**config.mk**
```make
export PLATFORM = sky130hd
export DESIGN_NAME = serial_subtractor_flat
export DESIGN_NICKNAME = d
export VERILOG_FILES = /design/src/rtl/serial_pkg.sv /design/src/rtl/serial_subtractor_if.sv /design/src/rtl/full_subtractor.sv /design/src/rtl/serial_subtractor.sv /design/src/flat_wrapper.sv
export SDC_FILE = /design/constraint.sdc
export NUM_CORES = 1
export LEC_CHECK = 0
export ABC_AREA = 0
export CAP_MARGIN = 20
export CORE_MARGIN = 4
export CORE_UTILIZATION = 40
export CTS_CLUSTER_DIAMETER = 40
export CTS_CLUSTER_SIZE = 28
export DETAILED_ROUTE_END_ITERATION = 10
export GPL_ROUTABILITY_DRIVEN = 0
export GPL_TIMING_DRIVEN = 1
export PLACE_DENSITY = 0.71
export SYNTH_ARGS = -nofsm -noshare
export SYNTH_HDL_FRONTEND = slang
export SYNTH_SLANG_ARGS = --single-unit
```
**constraint.sdc**
```tcl
create_clock -name clk -period 1.5 [get_ports clk]
set_input_delay 0.45 -clock clk [delete_from_list [all_inputs] [get_ports clk]]
set_output_delay 0.45 -clock clk [all_outputs]
set_load 0.01 [all_outputs]
```
**src/rtl/serial_pkg.sv**
```systemverilog
`default_nettype none
// ============================================================================
//  Module   : serial_pkg
//  Purpose  : Shared definitions for the bit-serial subtractor slice:
//             FSM state encoding, default operand width and the signed
//             overflow helper.
//  Ports    : none (package)
//  Revision : 1.0 - initial release
// ============================================================================
package serial_pkg;

    // State encoding. The fourth code (2'd3) is never entered and recovers
    // to IDLE through the default branch of the next-state logic.
    localparam logic [1:0] ST_IDLE  = 2'd0;
    localparam logic [1:0] ST_SHIFT = 2'd1;
    localparam logic [1:0] ST_DONE  = 2'd2;

    localparam int DEF_WIDTH = 8;

    typedef enum logic [1:0] {
        S_IDLE  = ST_IDLE,
        S_SHIFT = ST_SHIFT,
        S_DONE  = ST_DONE
    } state_e;

    // Two's-complement overflow of a - b: operands of opposite sign and a
    // result whose sign differs from the minuend.
    function automatic logic signed_sub_ovf(
        input logic a_msb,
        input logic b_msb,
        input logic d_msb
    );
        return (a_msb ^ b_msb) & (a_msb ^ d_msb);
    endfunction

endpackage : serial_pkg
`default_nettype wire

```
**src/rtl/serial_subtractor_if.sv**
```systemverilog
`default_nettype none
// ============================================================================
//  Module   : serial_subtractor_if
//  Purpose  : start/busy/done handshake and operand/result bus of the
//             bit-serial subtractor.
//  Signals  : start            - request, sampled only while idle
//             a, b   [WIDTH]   - minuend / subtrahend
//             busy             - operation in flight
//             done             - single-cycle result-valid pulse
//             diff   [WIDTH]   - a - b modulo 2^WIDTH
//             borrow           - final borrow-out (unsigned a < b)
//             overflow         - signed overflow of a - b
//  Modports : master - requester side, slave - subtractor side
//  Revision : 1.0 - initial release
// ============================================================================
interface serial_subtractor_if #(
    parameter int WIDTH = serial_pkg::DEF_WIDTH
);
    logic             start;
    logic [WIDTH-1:0] a;
    logic [WIDTH-1:0] b;
    logic             busy;
    logic             done;
    logic [WIDTH-1:0] diff;
    logic             borrow;
    logic             overflow;

    modport master (
        output start, a, b,
        input  busy, done, diff, borrow, overflow
    );

    modport slave (
        input  start, a, b,
        output busy, done, diff, borrow, overflow
    );

endinterface : serial_subtractor_if
`default_nettype wire

```
**src/rtl/full_subtractor.sv**
```systemverilog
`default_nettype none
// ============================================================================
//  Module   : full_subtractor
//  Purpose  : One-bit full subtractor cell, computes a - b - bin.
//  Ports    : a_i    - minuend bit
//             b_i    - subtrahend bit
//             bin_i  - borrow in
//             d_o    - difference bit
//             bout_o - borrow out
//  Revision : 1.0 - initial release
// ============================================================================
module full_subtractor (
    input  logic a_i,
    input  logic b_i,
    input  logic bin_i,
    output logic d_o,
    output logic bout_o
);

    assign d_o    = a_i ^ b_i ^ bin_i;
    // Borrow when b exceeds a outright, or when they tie and a borrow ripples in.
    assign bout_o = (~a_i & b_i) | (~(a_i ^ b_i) & bin_i);

endmodule : full_subtractor
`default_nettype wire

```
**src/rtl/serial_subtractor.sv**
```systemverilog
`default_nettype none
// ============================================================================
//  Module   : serial_subtractor
//  Purpose  : Bit-serial WIDTH-bit subtractor, diff = a - b, LSB first,
//             one bit per clock through a single full-subtractor cell.
//             An accepted start is followed by WIDTH SHIFT cycles and one
//             DONE cycle; results are registered on entry to DONE and held
//             until the next operation completes.
//  Ports    : clk   - rising-edge clock
//             rst_n - asynchronous active-low reset
//             bus   - serial_subtractor_if.slave (start/a/b in,
//                     busy/done/diff/borrow/overflow out)
//  Revision : 1.0 - initial release
// ============================================================================
module serial_subtractor
    import serial_pkg::*;
#(
    parameter int WIDTH = DEF_WIDTH,          // legal range 2..32
    parameter int CNT_W = $clog2(WIDTH + 1)   // derived, do not override
) (
    input  logic                 clk,
    input  logic                 rst_n,
    serial_subtractor_if.slave   bus
);

    // ------------------------------------------------------------------------
    // State and datapath registers
    // ------------------------------------------------------------------------
    state_e             state_q,    state_d;
    logic [WIDTH-1:0]   a_sr_q,     a_sr_d;
    logic [WIDTH-1:0]   b_sr_q,     b_sr_d;
    logic [WIDTH-1:0]   res_sr_q,   res_sr_d;
    logic               bflop_q,    bflop_d;
    logic [CNT_W-1:0]   cnt_q,      cnt_d;
    logic               a_msb_q,    a_msb_d;
    logic               b_msb_q,    b_msb_d;
    logic [WIDTH-1:0]   diff_q,     diff_d;
    logic               borrow_q,   borrow_d;
    logic               ovf_q,      ovf_d;

    // Serial cell outputs
    logic               cell_d;
    logic               cell_bout;

    // Shift result as it will look after the current bit enters at the MSB.
    logic [WIDTH-1:0]   res_next;

    localparam logic [CNT_W-1:0] LAST_BIT = CNT_W'(WIDTH - 1);

    // ------------------------------------------------------------------------
    // Single full-subtractor cell working on the operand LSBs
    // ------------------------------------------------------------------------
    full_subtractor u_cell (
        .a_i    (a_sr_q[0]),
        .b_i    (b_sr_q[0]),
        .bin_i  (bflop_q),
        .d_o    (cell_d),
        .bout_o (cell_bout)
    );

    assign res_next = {cell_d, res_sr_q[WIDTH-1:1]};

    // ------------------------------------------------------------------------
    // Next-state and datapath logic
    // ------------------------------------------------------------------------
    always_comb begin
        state_d  = state_q;
        a_sr_d   = a_sr_q;
        b_sr_d   = b_sr_q;
        res_sr_d = res_sr_q;
        bflop_d  = bflop_q;
        cnt_d    = cnt_q;
        a_msb_d  = a_msb_q;
        b_msb_d  = b_msb_q;
        diff_d   = diff_q;
        borrow_d = borrow_q;
        ovf_d    = ovf_q;

        case (state_q)
            S_IDLE: begin
                if (bus.start) begin
                    a_sr_d  = bus.a;
                    b_sr_d  = bus.b;
                    bflop_d = 1'b0;
                    cnt_d   = '0;
                    // Operand signs are kept aside because the operand
                    // registers are shifted away during SHIFT.
                    a_msb_d = bus.a[WIDTH-1];
                    b_msb_d = bus.b[WIDTH-1];
                    state_d = S_SHIFT;
                end
            end

            S_SHIFT: begin
                a_sr_d   = a_sr_q >> 1;
                b_sr_d   = b_sr_q >> 1;
                res_sr_d = res_next;
                bflop_d  = cell_bout;
                cnt_d    = cnt_q + CNT_W'(1);
                // The counter holds the index of the bit being processed, so
                // index WIDTH-1 is the last of WIDTH shifts. The result
                // outputs are captured on this same edge so that they are
                // already valid while done is high.
                if (cnt_q == LAST_BIT) begin
                    diff_d   = res_next;
                    borrow_d = cell_bout;
                    ovf_d    = signed_sub_ovf(a_msb_q, b_msb_q, cell_d);
                    state_d  = S_DONE;
                end
            end

            S_DONE: begin
                state_d = S_IDLE;
            end

            default: begin
                state_d = S_IDLE;
            end
        endcase
    end

    // ------------------------------------------------------------------------
    // Registers
    // ------------------------------------------------------------------------
    always_ff @(posedge clk or negedge rst_n) begin
        if (!rst_n) begin
            state_q  <= S_IDLE;
            a_sr_q   <= '0;
            b_sr_q   <= '0;
            res_sr_q <= '0;
            bflop_q  <= 1'b0;
            cnt_q    <= '0;
            a_msb_q  <= 1'b0;
            b_msb_q  <= 1'b0;
            diff_q   <= '0;
            borrow_q <= 1'b0;
            ovf_q    <= 1'b0;
        end else begin
            state_q  <= state_d;
            a_sr_q   <= a_sr_d;
            b_sr_q   <= b_sr_d;
            res_sr_q <= res_sr_d;
            bflop_q  <= bflop_d;
            cnt_q    <= cnt_d;
            a_msb_q  <= a_msb_d;
            b_msb_q  <= b_msb_d;
            diff_q   <= diff_d;
            borrow_q <= borrow_d;
            ovf_q    <= ovf_d;
        end
    end

    // ------------------------------------------------------------------------
    // Outputs: handshake decoded straight from the state register
    // ------------------------------------------------------------------------
    assign bus.busy     = (state_q == S_SHIFT) || (state_q == S_DONE);
    assign bus.done     = (state_q == S_DONE);
    assign bus.diff     = diff_q;
    assign bus.borrow   = borrow_q;
    assign bus.overflow = ovf_q;

endmodule : serial_subtractor
`default_nettype wire
```
**src/flat_wrapper.sv**
```systemverilog
// flat-port wrapper written by rule: the top's interface ports become plain ports
module serial_subtractor_flat import serial_pkg::*;
#(
    parameter int WIDTH = DEF_WIDTH,                              
    parameter int CNT_W = $clog2(WIDTH + 1)                              
)
  (clk, rst_n, bus_start, bus_a, bus_b, bus_busy, bus_done, bus_diff, bus_borrow, bus_overflow);
  serial_subtractor_if #(.WIDTH(WIDTH)) bus_i ();
  input  logic clk;
  input  logic rst_n;
  input wire logic [$bits(bus_i.start)-1:0] bus_start;
  input wire logic [$bits(bus_i.a)-1:0] bus_a;
  input wire logic [$bits(bus_i.b)-1:0] bus_b;
  output wire logic [$bits(bus_i.busy)-1:0] bus_busy;
  output wire logic [$bits(bus_i.done)-1:0] bus_done;
  output wire logic [$bits(bus_i.diff)-1:0] bus_diff;
  output wire logic [$bits(bus_i.borrow)-1:0] bus_borrow;
  output wire logic [$bits(bus_i.overflow)-1:0] bus_overflow;
  assign bus_i.start = bus_start;
  assign bus_i.a = bus_a;
  assign bus_i.b = bus_b;
  assign bus_busy = bus_i.busy;
  assign bus_done = bus_i.done;
  assign bus_diff = bus_i.diff;
  assign bus_borrow = bus_i.borrow;
  assign bus_overflow = bus_i.overflow;
  serial_subtractor #(.WIDTH(WIDTH), .CNT_W(CNT_W)) u_core (.clk(clk), .rst_n(rst_n), .bus(bus_i));
endmodule
```
==> results.cfg <==
[sta]
clock.fmax_mhz = 638
skew_ns = 0.00317
finalSetupViolations = 11
rsz0062_at_grt = true
period_needed_ns = 1.57
hold_viol_final = 0
setup_ws_ns = -0.0673
maxSlewViolCount = 0
max_slew.worst_pin.slew_ns = 0.414
tns_ns = -0.323
fin_crit_sh_pct = 104
relSlewSlack_pct = 72.4

[synth]
yosysSeqAreaShare_pct = 55.6
yosys_warnings = 0
synth_cell_types = 26
syn_area_sq_um = 1890
syn_nets = 183
yosysTopAreaCell = dfrtp_1
netlist_instances = 158
synth_area_leaders = dfrtp_1, mux2_2, mux2i_1
syn_avg_cell_area_sq_um = 12.0
yosys.area.top_type_share_pct = 55.6
synth-seq-cells = 42

[cts]
clkTransAtPathRegs_ns = 0.07
clk_path_buf_depth = 2
cts_tree = done
insertion_delay_ns = 0.29
cts_hold_buf = 0
cts_buffers = 5
cts-root-buf = clkbuf_8
cts.sinks = 42
htreeDepth = 2

[worst_setup_path]
cpPeakStageDelay_ns = 0.40
path_buf_inv = 2
crit_path_start_kind = flip-flop
cp.arrival_ns = 1.12
worst_path_max_delay_cell = dfrtp_1
critPathMaxFanout = 3
endpoint_kind = output port
critPathTopFamily = flip-flops
setup.worst_path.class = flip-flop to output port
worstPathRequired_ns = 1.05
worstPathCellList = inv_2 -> ha_4 -> buf_6

[placed_design]
place_hpwl_um = 2640
io_buffers = 30

[routing]
wl_per_cell_um = 15.5
vias = 1338
drt-initial-drc-count = 80
wl_um = 4080
detail_route.first_pass.iterations = 4
ant_nets = 0
drc_errors = 0
vias_per_cell = 5.09

[global_routing]
grt_pass1_vias = 1348
grt_start_max_net_pins = 27
grt_pass1_wl_um = 6400
antenna_found_initial = 0
track_usage_pct = 13.6
overflow = 0

[floorplan]
die_y_um = 76.8
ios = 31
fp-row-count = 24
fp.coreArea_sq_um = 4470
start_util_pct = 42.3
die-area_sq_um = 5890
die_w_um = 76.8

[power_and_ir_drop]
power_density_nw_per_um2 = 2070
vdd_drop_max_mv = 0.815
total_power_w = 0.00546
p_leak_nw = 1.24

[cells_and_area]
fin_util_pct = 59.0
syn_to_final_growth_pct = 39.5
drive_above_1_share_pct = 32.2
fillers = 364
final_nets = 237
antenna_cells = 0
most-common-layout-cells = dfrtp_1, nand2_1, mux2_2
final_common_cell = dfrtp_1

[hold_path]
hp-class = primary input to asynchronous set/reset pin

[run]
drv_cap = 0

[outcome]
failed_checks = negative setup slack
status = finished, violations left
final timing paths:
path                       slack, ns                 end              start  depth (start not counted)
max in group asynchronous       0.94    u_core.b_sr_q[6]              rst_n                          2
hold / removal                  0.09    u_core.b_sr_q[4]              rst_n                          1
min in group clk                0.49    u_core.a_sr_q[2]   u_core.a_sr_q[2]                          2
setup reg to reg               -0.04  u_core.bus.diff[2]  u_core.state_q[1]                          6
setup / recovery               -0.07            bus_busy  u_core.state_q[0]                          3
hold reg to reg                 0.49    u_core.a_sr_q[2]   u_core.a_sr_q[2]                          2
power by group:
part | internal [W] | total, W | switching, W | leakage, nW
Clock | 0.000355 | 0.000704 | 0.000349 | 0.0431
Sequential | 0.00164 | 0.00196 | 0.000323 | 0.533
Combinational | 0.00159 | 0.00279 | 0.00120 | 0.668
cells by family (layout without fill, tap and decap cells):
group	count (synthesis)	after routing	share of synthesized area, %
adder cells (fa/ha/maj)	6	6	4.37
multiplexers	33	33	18.8
AND/OR/NAND/NOR	37	37	9.85
flip-flops	42	42	55.6
AO/OA/AOI/OAI	28	28	8.07
buffers and inverters	12	65	3.31
sequential cells by signal, summed over array words and instances, names as in the netlist:
name	flops
u_core.bus.borrow	1
u_core.cnt_q	4
u_core.bflop_q	1
u_core.a_msb_q	1
u_core.b_sr_q	8
u_core.state_q	2
u_core.b_msb_q	1
u_core.res_sr_q	7
u_core.bus.overflow	1
u_core.bus.diff	8
u_core.a_sr_q	8
cell usage after synthesis:
library cell and n:
a21oi_1 2, nand2_1 23, fa_1 1, mux2i_1 14
nand2b_1 3, nor3b_1 1, ha_1 5, mux2_2 18
o21ai_1 2, nor2b_1 3, inv_1 4, a32o_1 1
o21ai_0 19, o22ai_1 1, clkbuf_2 1, a31oi_1 2
nand3_1 3, nand3b_1 1, a22o_1 1, dfrtp_1 42
mux2i_2 1, nor2b_4 1, nand4b_1 1, buf_2 4
or4b_1 1, buf_4 3
timing repair:
item,in CTS,in global routing
pin swaps,2,7
setup buffers,4,4
resized for setup,36,28
endpoints found under the setup margin,50,31
cloned,0,4
area by class of cell:
type | count | area [sq um] | share of cell area [%]
inverters | 4 | 15.0 | 0.569
flip-flops and latches | 42 | 1050 | 39.8
multi-input cells | 104 | 860 | 32.6
clock buffers | 6 | 82.6 | 3.13
well taps | 52 | 65.1 | 2.47
repair buffers | 55 | 566 | 21.4
stage by stage:
stage | std cells | area, sq um | setup WS [ns] | hold slack, ns
floorplan | 158 | 1900 | 0.00871 | 0.154
global placement | 245 | 2310 | -0.286 | 0.391
detailed placement | 245 | 2310 | -0.361 | 0.399
CTS | 255 | 2480 | -0.114 | 0.0890
global route | 263 | 2640 | -0.112 | 0.107
finish | 263 | 2640 | -0.0673 | 0.0866
worst register-to-register path, cell delays in order (launching register included):
cell	delay [ns]
dfrtp_1	0.41
inv_2	0.09
buf_6	0.11
ha_4	0.18
nand4b_1	0.16
buf_6	0.18
mux2_4	0.30
metal layers:
layer / global-route usage [%] / part of all wire, %
met5: 0 / 0
met4: 6.52 / 1.7
met3: 3.40 / 3.7
met2: 21.9 / 51
met1: 17.0 / 43
(Power assumes the default switching activity.)
